[src/rtl/vector_memory_sequencer_if.sv]
// Execute-to-memory request bundle: the ExecuteMemory register drives it,
// the memory-stage sequencer consumes it.
interface vector_memory_sequencer_if;
    logic         write_memory_enable_a_memory;
    logic         write_memory_enable_b_memory;
    logic         load_scalar_memory;
    logic         load_vector_memory;
    logic [7:0]   alu_result_memory;
    logic [15:0]  srcB_memory;
    logic [127:0] vector_srcB_memory;

    modport master (
        output write_memory_enable_a_memory, write_memory_enable_b_memory,
               load_scalar_memory, load_vector_memory,
               alu_result_memory, srcB_memory, vector_srcB_memory
    );
    modport slave (
        input  write_memory_enable_a_memory, write_memory_enable_b_memory,
               load_scalar_memory, load_vector_memory,
               alu_result_memory, srcB_memory, vector_srcB_memory
    );
endinterface

[src/rtl/vector_memory_sequencer.sv]
// Memory-stage controller: single-cycle scalar accesses, and 128-bit vector
// loads/stores serialized into 16 byte beats while the pipeline is stalled.
module vector_memory_sequencer #(
    parameter int ADDR_WIDTH   = 8,
    parameter int VECTOR_BYTES = 16
) (
    input  logic                          clk,
    input  logic                          reset,
    vector_memory_sequencer_if.slave      ex_mem,
    input  logic [7:0]                    mem_read_data,
    output logic [ADDR_WIDTH-1:0]         mem_address,
    output logic                          mem_write_enable,
    output logic [7:0]                    mem_write_data,
    output logic                          stall_memory,
    output logic [15:0]                   scalar_load_data,
    output logic [VECTOR_BYTES*8-1:0]     vector_load_data,
    output logic                          vector_load_done
);
    typedef enum logic [1:0] {IDLE, VSTORE, VLOAD, VDRAIN} state_t;

    state_t                    state_q, state_d;
    logic [3:0]                cnt_q, cnt_d;
    logic [ADDR_WIDTH-1:0]     base_q, base_d;
    logic [VECTOR_BYTES*8-1:0] sdata_q, sdata_d;
    logic [VECTOR_BYTES*8-1:0] vld_q, vld_d;
    logic                      done_q, done_d;
    logic [ADDR_WIDTH-1:0]     beat_addr;
    logic [3:0]                prev_idx;

    // Upper half of the scalar store operand never reaches the byte-wide memory.
    logic unused_srcb_hi;
    assign unused_srcb_hi = ^ex_mem.srcB_memory[15:8];

    assign beat_addr        = base_q + {{(ADDR_WIDTH-4){1'b0}}, cnt_q};
    assign prev_idx         = cnt_q - 4'd1;
    assign scalar_load_data = {8'h00, mem_read_data};
    assign vector_load_data = vld_q;
    assign vector_load_done = done_q;

    always_ff @(posedge clk) begin
        if (reset) begin
            state_q <= IDLE;
            cnt_q   <= '0;
            base_q  <= '0;
            sdata_q <= '0;
            vld_q   <= '0;
            done_q  <= 1'b0;
        end else begin
            state_q <= state_d;
            cnt_q   <= cnt_d;
            base_q  <= base_d;
            sdata_q <= sdata_d;
            vld_q   <= vld_d;
            done_q  <= done_d;
        end
    end

    always_comb begin
        state_d          = state_q;
        cnt_d            = cnt_q;
        base_d           = base_q;
        sdata_d          = sdata_q;
        vld_d            = vld_q;
        done_d           = 1'b0;
        mem_address      = ex_mem.alu_result_memory;
        mem_write_enable = 1'b0;
        mem_write_data   = 8'h00;
        stall_memory     = 1'b0;

        case (state_q)
            IDLE: begin
                // Beat 0 of a vector op goes out in the accept cycle itself.
                if (ex_mem.write_memory_enable_b_memory) begin
                    base_d           = ex_mem.alu_result_memory;
                    sdata_d          = ex_mem.vector_srcB_memory;
                    cnt_d            = 4'd1;
                    mem_write_enable = 1'b1;
                    mem_write_data   = ex_mem.vector_srcB_memory[7:0];
                    stall_memory     = 1'b1;
                    state_d          = VSTORE;
                end else if (ex_mem.load_vector_memory) begin
                    base_d       = ex_mem.alu_result_memory;
                    vld_d        = '0;
                    cnt_d        = 4'd1;
                    stall_memory = 1'b1;
                    state_d      = VLOAD;
                end else if (ex_mem.write_memory_enable_a_memory) begin
                    mem_write_enable = 1'b1;
                    mem_write_data   = ex_mem.srcB_memory[7:0];
                end
            end
            VSTORE: begin
                mem_address      = beat_addr;
                mem_write_enable = 1'b1;
                mem_write_data   = sdata_q[{cnt_q, 3'b000} +: 8];
                stall_memory     = (cnt_q != 4'd15);
                cnt_d            = cnt_q + 4'd1;
                if (cnt_q == 4'd15) state_d = IDLE;
            end
            VLOAD: begin
                // Read data lags the address by one cycle, so capture the previous beat.
                mem_address                      = beat_addr;
                stall_memory                     = 1'b1;
                vld_d[{prev_idx, 3'b000} +: 8]   = mem_read_data;
                cnt_d                            = cnt_q + 4'd1;
                if (cnt_q == 4'd15) state_d = VDRAIN;
            end
            VDRAIN: begin
                vld_d[127:120] = mem_read_data;
                done_d         = 1'b1;
                state_d        = IDLE;
            end
            default: state_d = IDLE;
        endcase

        if (reset) begin
            mem_write_enable = 1'b0;
            mem_write_data   = 8'h00;
            stall_memory     = 1'b0;
        end
    end
endmodule

[src/flat_wrapper.sv]
// flat-port wrapper written by rule: the top's interface ports become plain ports
module vector_memory_sequencer_flat 
#(
    parameter int ADDR_WIDTH   = 8,
    parameter int VECTOR_BYTES = 16
)
  (clk, reset, mem_read_data, mem_address, mem_write_enable, mem_write_data, stall_memory, scalar_load_data, vector_load_data, vector_load_done, ex_mem_write_memory_enable_a_memory, ex_mem_write_memory_enable_b_memory, ex_mem_load_scalar_memory, ex_mem_load_vector_memory, ex_mem_alu_result_memory, ex_mem_srcB_memory, ex_mem_vector_srcB_memory);
  vector_memory_sequencer_if ex_mem_i ();
  input  logic clk;
  input  logic reset;
  input  logic [7:0] mem_read_data;
  output logic [ADDR_WIDTH-1:0] mem_address;
  output logic mem_write_enable;
  output logic [7:0] mem_write_data;
  output logic stall_memory;
  output logic [15:0] scalar_load_data;
  output logic [VECTOR_BYTES*8-1:0] vector_load_data;
  output logic vector_load_done;
  input wire logic [$bits(ex_mem_i.write_memory_enable_a_memory)-1:0] ex_mem_write_memory_enable_a_memory;
  input wire logic [$bits(ex_mem_i.write_memory_enable_b_memory)-1:0] ex_mem_write_memory_enable_b_memory;
  input wire logic [$bits(ex_mem_i.load_scalar_memory)-1:0] ex_mem_load_scalar_memory;
  input wire logic [$bits(ex_mem_i.load_vector_memory)-1:0] ex_mem_load_vector_memory;
  input wire logic [$bits(ex_mem_i.alu_result_memory)-1:0] ex_mem_alu_result_memory;
  input wire logic [$bits(ex_mem_i.srcB_memory)-1:0] ex_mem_srcB_memory;
  input wire logic [$bits(ex_mem_i.vector_srcB_memory)-1:0] ex_mem_vector_srcB_memory;
  assign ex_mem_i.write_memory_enable_a_memory = ex_mem_write_memory_enable_a_memory;
  assign ex_mem_i.write_memory_enable_b_memory = ex_mem_write_memory_enable_b_memory;
  assign ex_mem_i.load_scalar_memory = ex_mem_load_scalar_memory;
  assign ex_mem_i.load_vector_memory = ex_mem_load_vector_memory;
  assign ex_mem_i.alu_result_memory = ex_mem_alu_result_memory;
  assign ex_mem_i.srcB_memory = ex_mem_srcB_memory;
  assign ex_mem_i.vector_srcB_memory = ex_mem_vector_srcB_memory;
  vector_memory_sequencer #(.ADDR_WIDTH(ADDR_WIDTH), .VECTOR_BYTES(VECTOR_BYTES)) u_core (.clk(clk), .reset(reset), .ex_mem(ex_mem_i), .mem_read_data(mem_read_data), .mem_address(mem_address), .mem_write_enable(mem_write_enable), .mem_write_data(mem_write_data), .stall_memory(stall_memory), .scalar_load_data(scalar_load_data), .vector_load_data(vector_load_data), .vector_load_done(vector_load_done));
endmodule
[config.mk]
export PLATFORM = sky130hd
export DESIGN_NAME = vector_memory_sequencer_flat
export DESIGN_NICKNAME = d
export VERILOG_FILES = /design/src/rtl/vector_memory_sequencer_if.sv /design/src/rtl/vector_memory_sequencer.sv /design/src/flat_wrapper.sv
export SDC_FILE = /design/constraint.sdc
export NUM_CORES = 1
export LEC_CHECK = 0
export CORE_MARGIN = 3
export CORE_UTILIZATION = 52
export DETAILED_ROUTE_END_ITERATION = 16
export GPL_TIMING_DRIVEN = 0
export HOLD_SLACK_MARGIN = 0.03
export PLACE_DENSITY = 0.86
export SYNTH_ARGS = -nofsm -noshare
export SYNTH_HDL_FRONTEND = slang
export SYNTH_SLANG_ARGS = --single-unit
[constraint.sdc]
create_clock -name clk -period 5.6 [get_ports clk]
set_input_delay 1.68 -clock clk [delete_from_list [all_inputs] [get_ports clk]]
set_output_delay 1.68 -clock clk [all_outputs]
set_load 0.01 [all_outputs]
Word level (Yosys, flattened, before mapping)

Cells that the tools add are included.

Output and inout bits: 163
Input port bits: 166
Word-level logic and storage cells: 67
Register bits after elaboration: 271

Add/subtract/negate cells: 4
Muxes and demuxes: 31
Reductions and logical operators: 12
Shift-type cells: 3
Equality and inequality tests: 10

Operators with widths:

| cell                      | count |
|---|---|
| $mux W128                 | 2 |
| $pmux W120 S2             | 1 |
| $bwmux W128               | 1 |
| $shift A8 B9 Y128 const A | 1 |
| $shiftx A128 B8 Y8        | 1 |
| $shiftx A8 B9 Y128        | 1 |
| $mux W8                   | 7 |
| $pmux W8 S3               | 1 |
| $pmux W8 S2               | 1 |
| $neg A7 Y9                | 1 |
| $reduce_and A3 Y1         | 3 |
| $add A8 B4 Y8             | 1 |
| $mux W1                   | 8 |
| $mux W2                   | 4 |
| $mux W4                   | 2 |
| $pmux W2 S4               | 1 |
| $pmux W4 S2               | 1 |
| $reduce_and A2 Y1         | 3 |
| $reduce_bool A2 Y1        | 3 |
| $add A4 B1 Y4 const B     | 1 |
| $eq A2 B2 Y1 const B      | 2 |
| $eq A4 B4 Y1 const B      | 1 |
| $ne A2 B1 Y1 const B      | 2 |
| $ne A2 B2 Y1 const B      | 2 |
| 9 further kinds           | 9 |

Depth between registers and ports, before layout

Word-level depth: 5
Gate-level depth with buffers: 12
Mapped depth without buffers: 8

Worst setup path after synthesis

Ideal clock, no wire load.

Kind: in2out
From: in reset
To: out stall_memory
Arrival: 2583 ps
Cell stages on the path: 4
Path slack: 1337 ps
Required time: 3920 ps
Buffers on the path: 3
Path through: clkbuf_1 -> clkbuf_1 -> clkbuf_1 -> a311oi_1

Longest elaborated chain between the ends: 1

Ends and longest elaborated chain:

| item        | RTL line                       | RTL |
|---|---|---|
| from (decl) | flat_wrapper.sv:10             | `input logic reset;` |
| $mux W1     | vector_memory_sequencer.sv:116 | `if (reset) begin` |
| to (decl)   | flat_wrapper.sv:15             | `output logic stall_memory;` |

Every way passes these cells.

Worst setup path after layout

From: in reset
To: out mem_write_data[2]

Longest elaborated chain between the ends: 1

Ends and longest elaborated chain:

| item      | RTL line                       | RTL |
|---|---|---|
| $mux W8   | vector_memory_sequencer.sv:116 |  |
| to (decl) | flat_wrapper.sv:14             | `output logic [7:0] mem_write_data;` |

Every way passes these cells.

==> flow_summary_export.csv <==
group,metric,value,unit
clock_tree,h-tree-depth,1,
route,wl,39900,microns
setup_path,critPathArrivalTime,3.93,ns
outcome,outcome,"finished with violations",
pwr,power_leakage,5.71,nW
synthesis,synth_compound_area_share,21.4,%
global_route,overflow,0,
die,core_area,21400,sq um
synthesis,synth_simple_gate_area_share,17.0,%
die,ios,329,
cells_and_area,final_common_cell,"clkdlybuf4s50_1",
setup_path,crit_chain,"clkdlybuf4s50_1, clkbuf_2, clkbuf_2, o21bai_2, a31oi_1, clkdlybuf4s50_1",
sta,max_slew_margin,40.2,%
synthesis,syn_inst,1272,
route,vias,11249,
synthesis,synth_fa_ha_area_share,2.02,%
cells_and_area,final_cell_count_no_fill,1913,
placed_design,place_congestion,0.905,
pwr,ir_worst_vdd,213,uV
sta,fmax,178,MHz
clock_tree,cts_made_buffers,26,
route,dr.pass1.iters,5,
worst_hold_path,hp-class,"reg2reg",
route,drtAntennaViolNets,0,
clock_tree,cts.sinks,271,
setup_path,crit_path_max_fanout,10,
route,drtIter0Drc,890,
placed_design,portBuffers,311,
setup_path,cp_slowest_stage_delay,0.61,ns
die,die_area,24000,sq um
synthesis,synth_cell_type_count,59,
sta,finalSetupViolations,1,
global_route,grt_pass1_vias,11062,
cells_and_area,final_area,16000,sq um
pwr,power.switching_fraction,34.5,%
setup_path,start_kind,"primary input",
route,via_per_inst,5.88,
synthesis,ys_warn_count,0,
setup_path,crit_required,3.92,ns
pwr,combPwrFrac,32.6,%
cells_and_area,layout_common_cells,"clkdlybuf4s50_1 (311), nand2_1 (310), dfxtp_1 (271)",
pwr,internal_power,0.00405,W
synthesis,syn_area_per_cell,9.05,sq um
setup_path,crit_path_end_kind,"output port",
pwr,cellPowerDensity,386,nW/um^2
global_route,gr-usage-all-layers,31.5,%
die,initial_core_util,53.9,%
setup_path,critical-path-top-delay-family,"buffers and inverters",
cells_and_area,drive_gt1_share,8.06,%
placed_design,dp_hpwl,30000,microns
setup_path,cp_slowest_cell,"clkdlybuf4s50_1",
synthesis,synth_top_family_by_area,"compound AO/OA/AOI/OAI gates",
setup_path,critPathBufInv,4,
sta,fin_skew,0.00955,ns
pwr,seq_power_share,35.9,%
clock_tree,post_cts_buffers,0,
sta,tightest_slew,0.885,ns
sta,final-max-slew-violation-count,0,
die,num_rows,53,
sta,grt_setup_unrepaired,"false",
sta,timing.final.ws_setup,-0.00704,ns
flow_run,cap_viol_max_count,0,
placed_design,place_inst,1865,
global_route,grt_pass1_wl,60700,microns
pwr,netSwitchingPower,0.00213,W
route,drcViolationCount,0,
cells_and_area,area_delta_synth_final,39.2,%
synthesis,synth-main-ff-cell,"dfxtp_1",
synthesis,synth.yosys.seq_area_share,47.1,%
clock_tree,cts_hold_buf,0,
clock_tree,cts_tree,"yes",
synthesis,synth-xor-area-share,1.13,%
synthesis,synthArstFlopShare,0,%
outcome,violations,"negative setup slack",
synthesis,synth_edf_count,0,
route,wl_per_cell,20.8,microns
setup_path,r2r_slack,1.59,ns
clock_tree,clock-root-buffer,"clkbuf_16",
clock_tree,cts_buffer_depth,3,
cells_and_area,nets,1802,
clock_tree,clock_latency,0.53,ns
synthesis,synth.mux.area_fraction,6.72,%
pwr,p_clk_share,31.5,%
synthesis,synth_area,11500,sq um
global_route,grt_max_degree,17,
clock_tree,path_clk_slew,0.06,ns
die,fp.dieW,155,microns
synthesis,ys_seq_elements,271,
placed_design,dpl_cell_area,15000,sq um
sta,finalHoldViolCount,0,
global_route,antenna_found_initial,1,
sta,final.min_clock_period,5.61,ns
setup_path,criticalPathCategory,"in2out",
die,die_h,155,microns
sta,fin_crit_sh,100,%
-- tightest hold or removal path, cell delays in order (launching register included) --
cell and delay, ns:
dfxtp_1 0.31, nand2_1 0.05, a21oi_1 0.05
-- logic make-up after synthesis --
family,count (synthesis)
simple gates,453
compound gates,355
flops,271
buf+inv,110
mux,55
fa+ha+maj,18
xor+xnor,9
other cells,1
-- worst paths after layout --
path | from | endpoint | depth (start not counted)
worst max register to register | u_core.cnt_q[2] | u_core.vector_load_data[123] | 10
worst min register to register | u_core.sdata_q[91] | u_core.sdata_q[91] | 2
worst max-delay path | reset | mem_write_data[2] | 6
worst min-delay path | u_core.sdata_q[91] | u_core.sdata_q[91] | 2
-- metrics by stage --
stage               total power (W)  worst slack [ns]  TNS [ns]  utilization (%)  hold WS (ns)
floorplan                   0.00348              1.34         0                -         0.432
global placement            0.00415            -0.265     -1.81             70.2         0.437
detailed placement          0.00420            -0.244     -1.60             70.2         0.441
CTS                         0.00613          0.000353         0             74.8         0.455
global route                0.00643           0.00645         0             75.0         0.474
finish                      0.00618          -0.00704  -0.00704             75.0         0.453
-- power by group through the flow --
stage	logic, W	clock network, W	registers, W
after floorplan	0.00126	0	0.00222
after global placement	0.00191	0	0.00224
after detailed placement	0.00195	0	0.00225
after CTS	0.00197	0.00195	0.00221
after global routing	0.00217	0.00203	0.00223
final	0.00202	0.00195	0.00222
-- cell type report --
| class | count | area, sq um |
|---|---|---|
| Fill cell | 1514 | 5340 |
| Multi-Input combinational cell | 898 | 5640 |
| Tap cell | 275 | 344 |
| Timing Repair Buffer | 311 | 3110 |
| Buffer | 96 | 479 |
| Antenna cell | 1 | 2.50 |
| Sequential cell | 271 | 5430 |
| Clock inverter | 13 | 209 |
| Inverter | 14 | 52.6 |
| Clock buffer | 34 | 752 |
-- synthesized netlist by cell type (3+ instances only) --
master / count / area share, %
mux2i_1: 33 / 2.9
clkbuf_1: 52 / 1.7
nand2b_1: 17 / 0.92
nor2b_1: 11 / 0.60
nand4_1: 3 / 0.16
mux2_2: 4 / 0.39
nor3_1: 8 / 0.35
dfxtp_1: 271 / 47
xnor2_1: 4 / 0.30
a21oi_2: 4 / 0.30
nor2_1: 42 / 1.4
a21o_1: 4 / 0.26
nand2_2: 5 / 0.27
buf_6: 4 / 0.39
buf_4: 18 / 1.2
nand2_1: 310 / 10
a222oi_1: 8 / 0.70
nand3_1: 17 / 0.74
a22oi_1: 6 / 0.39
inv_1: 14 / 0.46
a22o_1: 17 / 1.3
a31oi_1: 12 / 0.65
ha_1: 17 / 1.8
or3_1: 5 / 0.27
a21oi_4: 6 / 0.85
nor3b_1: 5 / 0.33
o21ai_0: 10 / 0.43
o2bb2ai_1: 91 / 6.9
a32o_1: 9 / 0.78
buf_1: 12 / 0.39
a21oi_1: 166 / 7.2
mux4_2: 16 / 3.1
and2_1: 12 / 0.65
nor4_1: 6 / 0.33
and3_1: 6 / 0.33
buf_2: 10 / 0.43
a211oi_1: 11 / 0.72
-- layer usage --
layer	vias to the layer above	share of wire (%)	track usage (%)
met2	606	49	54.0
met3	103	8.6	4.90
met4	0	3.9	12.9
li1	5191	-	-
met5	-	0	0
met1	5349	39	39.8
-- flip-flops by register name (all words and copies together), names as in the netlist --
signal / flops
u_core.base_q: 8
u_core.cnt_q: 4
u_core.vector_load_data: 128
u_core.state_q: 2
u_core.sdata_q: 128
u_core.vector_load_done: 1
-- what timing repair did --
item / 4_1_cts / 5_1_grt
hold endpoints to repair: 0 / 0
endpoints found under the setup margin: 10 / 12
gates resized for setup: 5 / 10
pin swaps: 0 / 0
(Power assumes the default switching activity.)
